[config.mk]
export PLATFORM = sky130hd
export DESIGN_NAME = reg_file_mp
export DESIGN_NICKNAME = d
export VERILOG_FILES = /design/src/rtl/regfile_pkg.sv /design/src/rtl/reg_file_mp_scoreboard.sv /design/src/rtl/reg_file_mp.sv
export SDC_FILE = /design/constraint.sdc
export NUM_CORES = 2
export LEC_CHECK = 0
export ABC_AREA = 1
export BUFFER_PORTS_ARGS = -buffer_cell sky130_fd_sc_hd__buf_2
export CORE_ASPECT_RATIO = 0.6
export CORE_MARGIN = 1.5
export CORE_UTILIZATION = 41
export CTS_CLUSTER_DIAMETER = 120
export CTS_CLUSTER_SIZE = 20
export DETAILED_ROUTE_END_ITERATION = 8
export GPL_ROUTABILITY_DRIVEN = 0
export PLACE_DENSITY = 0.64
export SYNTH_ARGS = -nofsm -noshare
export SYNTH_HDL_FRONTEND = slang
export SYNTH_HIERARCHICAL = 1
export SYNTH_SLANG_ARGS = --single-unit
[constraint.sdc]
create_clock -name clk -period 1.7 [get_ports clk]
set_input_delay 0 -clock clk [delete_from_list [all_inputs] [get_ports clk]]
set_output_delay 0 -clock clk [all_outputs]
set_load 0.01 [all_outputs]
[src/rtl/regfile_pkg.sv]
// Shared defaults and helpers for the multi-port integer register file.
// Imported by the register file top and its scoreboard.
package regfile_pkg;

    localparam int XLEN_DEF  = 32;
    localparam int NREGS_DEF = 32;
    localparam int NWR_MAX   = 4;

    // Highest-index set bit of a write-hit mask: {found, index}.
    function automatic logic [2:0] hi_sel(input logic [NWR_MAX-1:0] hit);
        logic [2:0] sel;
        sel = '0;
        for (int j = 0; j < NWR_MAX; j++) begin
            if (hit[j]) sel = {1'b1, 2'(j)};
        end
        return sel;
    endfunction

endpackage

[src/rtl/reg_file_mp_scoreboard.sv]
// Per-register busy bits for RAW/WAW stall detection.
// A same-cycle alloc beats a writeback clear.
module rf_scoreboard
    import regfile_pkg::*;
#(
    parameter int NREGS = NREGS_DEF,
    parameter int NWR   = 1,
    parameter int AW    = $clog2(NREGS)
) (
    input  logic              clk,
    input  logic              rst_n,
    input  logic [NWR-1:0]    wr_en,
    input  logic [NWR*AW-1:0] wr_addr,
    input  logic              alloc_en,
    input  logic [AW-1:0]     alloc_addr,
    output logic [NREGS-1:0]  busy_vec
);

    logic [NREGS-1:0] busy;
    logic [NREGS-1:0] busy_nxt;

    always_comb begin
        busy_nxt = busy;
        for (int j = 0; j < NWR; j++) begin
            if (wr_en[j]) busy_nxt[wr_addr[j*AW +: AW]] = 1'b0;
        end
        if (alloc_en) busy_nxt[alloc_addr] = 1'b1;
        busy_nxt[0] = 1'b0;
    end

    always_ff @(posedge clk or negedge rst_n) begin
        if (!rst_n) begin
            busy <= '0;
        end else begin
            busy <= busy_nxt;
        end
    end

    assign busy_vec = busy;

endmodule

[src/rtl/reg_file_mp.sv]
// Multi-port integer register file with write-to-read bypass
// and a busy scoreboard for decode hazard stalls.
module reg_file_mp
    import regfile_pkg::*;
#(
    parameter int XLEN  = XLEN_DEF,
    parameter int NREGS = NREGS_DEF,
    parameter int NRD   = 2,
    parameter int NWR   = 1,
    localparam int AW   = $clog2(NREGS)
) (
    input  logic                clk,
    input  logic                rst_n,
    input  logic [NRD*AW-1:0]   rd_addr,
    output logic [NRD*XLEN-1:0] rd_data,
    output logic [NRD-1:0]      rd_busy,
    input  logic [NWR-1:0]      wr_en,
    input  logic [NWR*AW-1:0]   wr_addr,
    input  logic [NWR*XLEN-1:0] wr_data,
    input  logic                alloc_en,
    input  logic [AW-1:0]       alloc_addr,
    output logic [NREGS-1:0]    busy_vec
);

    logic [XLEN-1:0] mem [NREGS];

    // Later ports are applied last, so the highest index wins.
    always_ff @(posedge clk or negedge rst_n) begin
        if (!rst_n) begin
            for (int r = 0; r < NREGS; r++) mem[r] <= '0;
        end else begin
            for (int j = 0; j < NWR; j++) begin
                if (wr_en[j] && (wr_addr[j*AW +: AW] != '0)) begin
                    mem[wr_addr[j*AW +: AW]] <= wr_data[j*XLEN +: XLEN];
                end
            end
        end
    end

    rf_scoreboard #(
        .NREGS (NREGS),
        .NWR   (NWR),
        .AW    (AW)
    ) u_sb (
        .clk        (clk),
        .rst_n      (rst_n),
        .wr_en      (wr_en),
        .wr_addr    (wr_addr),
        .alloc_en   (alloc_en),
        .alloc_addr (alloc_addr),
        .busy_vec   (busy_vec)
    );

    for (genvar i = 0; i < NRD; i++) begin : g_rd
        logic [AW-1:0]      ra;
        logic [NWR_MAX-1:0] hit;
        logic [2:0]         sel;
        logic [XLEN-1:0]    data;

        assign ra = rd_addr[i*AW +: AW];

        always_comb begin
            hit = '0;
            for (int j = 0; j < NWR; j++) begin
                hit[j] = wr_en[j] && (wr_addr[j*AW +: AW] == ra);
            end
            sel  = hi_sel(hit);
            data = mem[ra];
            if (sel[2]) begin
                for (int j = 0; j < NWR; j++) begin
                    if (int'(sel[1:0]) == j) data = wr_data[j*XLEN +: XLEN];
                end
            end
            if (ra == '0) data = '0;
        end

        assign rd_data[i*XLEN +: XLEN] = data;
        assign rd_busy[i] = busy_vec[ra] & ~sel[2] & (ra != '0);
    end

endmodule
==> reports/metrics.csv <==
stage,metric,value,unit
run_status,status,"complete, but fails checks",
run_status,failing checks,setup timing,
sta,worst slew pin tran,1.05,ns
routing,DRT antenna net count,0,
synth,Synth Net Count,8429,
sta,Fmax,467,MHz
power_and_ir_drop,Tot Pwr,66.6,mW
synth,Mapped Area,59300,µm²
synth,Post-synth EDFFs,0,
floorplan,Core Rows,107,
sta,minimum clock period,2.14,ns
critical_path,slowest cell delay on critical path,0.41,ns
sta,final setup fails,66,
routing,Detailed Routing Iterations Pass 1,8,
synth,syn avg cell area,7.08,µm²
critical_path,startpoint types,register,
sta,final setup margin,-0.439,ns
routing,1st-iter DRT viols,9162,
synth,Synth area leaders,"dfrtp_1, nand2_1, o21ai_0",
cts,"Reg clk slew, reported paths",0.10,ns
power_and_ir_drop,Lkg Pwr,33.2,nW
place,port buffer count,152,
place,detailed placement HPWL,157000,µm
sta,Fin Hold WS,0.0483,ns
sta,relative slew slack,30.1,%
sta,RSZ-0062 raised after global routing,true,
critical_path,CP cell instances,inv_1 > nand2_1 > nand3_2 > o21ai_2 > nand2_1 > nand2_1 > nor2_1 > nand2_1 > nand3_2 > buf_6 > nand2_4 > buf_6,
place,dpl ws,-0.357,ns
hold_path,Hold Path Class,in2reg,
finish,post-layout util,49.9,%
floorplan,die height,298,µm
finish,fillers,13600,
cts,CTS tree,built,
global_route,initial antenna violation count,4,
critical_path,Critical Path RT,1.70,ns
finish,cell area after layout,71200,µm²
power_and_ir_drop,largest vdd supply drop,929,µV
cts,Clock Sink Count,1055,
cts,clk_lat worst skew,0.71,ns
finish,Final nets,8568,
synth,share of the synthesized area in the top cell type,44.5,%
floorplan,starting density of the core,41.6,%
global_route,total grt overflow,0,
synth,most common cell in the synthesized netlist,nand2_1,
cts,maximum clock insertion buffer count,3,
synth,Synth cell types,30,
routing,Vias,62200,
critical_path,Top delay family on crit path,simple AND/OR/NAND/NOR gates,
critical_path,Worst Path Arrival,2.14,ns
global_route,vias in the first global route,57100,
routing,wire per inst,23.9,µm
floorplan,Core Area,143000,µm²
cts,H-tree Lvls,2,
finish,area grow syn2layout,20.1,%
critical_path,nature of the critical path endpoint,primary output,
synth,Mapped Cells,8373,
critical_path,Most common cell on crit path,nand2_1,
critical_path,Worst Path Max Fanout,3,
sta,Clock Skews,0,ns
sta,crit share post-route,126,%
synth,Yosys warnings,6,
cts,Root Buffer,clkbuf_16,
finish,layout cells sized above 1,16.8,%
job,maxcap violations,0,
global_route,first-pass GRT wire length,372000,µm
floorplan,die area,147000,µm²
place,placed cell area,66300,µm²
floorplan,Die X,494,µm
global_route,pin count of the biggest net entering global routing,89,
power_and_ir_drop,PD cells,934,nW/µm²
routing,DRC,0,
floorplan,I/O pin cnt,154,
routing,Routed WL,249000,µm
synth,sequential element share of the synthesized area,44.5,%
sta,final hold violations,0,
cts,CTS Buf Count,58,
global_route,All-Layer GR Usage,33.1,%
critical_path,"slowest stage cell, crit path",dfrtp_1,
critical_path,crit path buf inv count,3,
sta,max-slew violations,0,
critical_path,critical setup path kind,reg2out,
synth,top post-synthesis cells by count,"nand2_1, o21ai_0, dfrtp_1",
synth,#FFs+latches synth,1055,
routing,Vias/cell,5.97,
synth,Synth Flop Type,dfrtp_1,
synth,"area leader, netlist",dfrtp_1,
synth,share of async-settable or async-resettable flops after synthesis,100,%
-- logic make-up after synthesis --
group / count (synthesis) / share of synthesized area (%)
AO/OA/AOI/OAI: 2382 / 21.8
XOR/XNOR: 2 / 0.0295
buffers and inverters: 1411 / 9.20
flip-flops: 1055 / 44.5
other: 1 / 0.00632
AND/OR/NAND/NOR: 3522 / 24.5
-- where the power goes --
part / switching (mW) / leakage, nW / internal (mW) / total (mW)
registers: 3.36 / 13.5 / 29.8 / 33.2
logic: 11.1 / 19.0 / 7.19 / 18.3
clock network: 8.92 / 0.732 / 6.16 / 15.1
-- cells in the final DEF, fill, tap and decap left out, types with 188 or more instances in the layout --
cell	n
buf_4	402
nand3_1	558
o21ai_0	1309
o211ai_1	390
nand3_2	188
dfrtp_1	1055
buf_12	206
nand2_1	2228
nor2_1	283
inv_1	562
a21oi_1	461
-- path summary, 6_finish.rpt --
kind	slack (ns)	from	to	depth (start not counted)
worst max-delay path	-0.44	mem[839]	rd_data[7]	12
worst min register to register	0.39	mem[999]	mem[999]	0
worst max register to register	0.35	u_sb/busy_vec[13]	u_sb/busy_vec[13]	4
max in group asynchronous	0.13	rst_n	mem[196]	3
worst min-delay path	0.05	wr_addr[1]	mem[857]	5
min in group asynchronous	0.06	rst_n	mem[98]	3
-- through the flow --
| stage | std cells | TNS [ns] |
|---|---|---|
| finish | 10400 | -23.39 |
| global route | 10400 | -28.77 |
| CTS | 10400 | -22.87 |
| detailed placement | 10200 | -4.95 |
| global placement | 10200 | -4.48 |
| floorplan | 8373 | 0 |
-- layout make-up --
| class | count | area (µm²) | area share, % |
|---|---|---|---|
| antenna | 4 | 10.0 | 0.0141 |
| clock buffer | 59 | 1480 | 2.07 |
| clock inverter | 2 | 16.3 | 0.0228 |
| inverter | 670 | 2550 | 3.58 |
| multi-input combinational | 5907 | 29600 | 41.5 |
| sequential | 1055 | 26400 | 37.1 |
| tap | 1907 | 2390 | 3.35 |
| timing repair buffer | 820 | 8810 | 12.4 |
-- sequential cells by signal (all words and copies together), names as in the netlist --
register and cells:
u_sb/busy_vec 31, mem 1024
-- worst reg2reg max path, delay by kind of cell, from the launching register on --
family	cells	cell delay (ns)
buffers and inverters	2	0.70
DFF	1	0.41
and+or+nand+nor	2	0.12
-- timing repair --
item | CTS | global route
setup buffers | 60 | 49
gates resized for setup | 435 | 276
hold buffers | 55 | 0
endpoints found under the hold margin | 1730 | 0
pin swaps | 255 | 268
endpoints found under the setup margin | 66 | 70
-- layer usage --
layer	global-route usage, %	routed length (µm)
met3	7.59	32900
met1	48.5	103000
met2	47.1	102000
met4	12.3	11300
met5	0	0
Power figures use the tool's default switching activity.
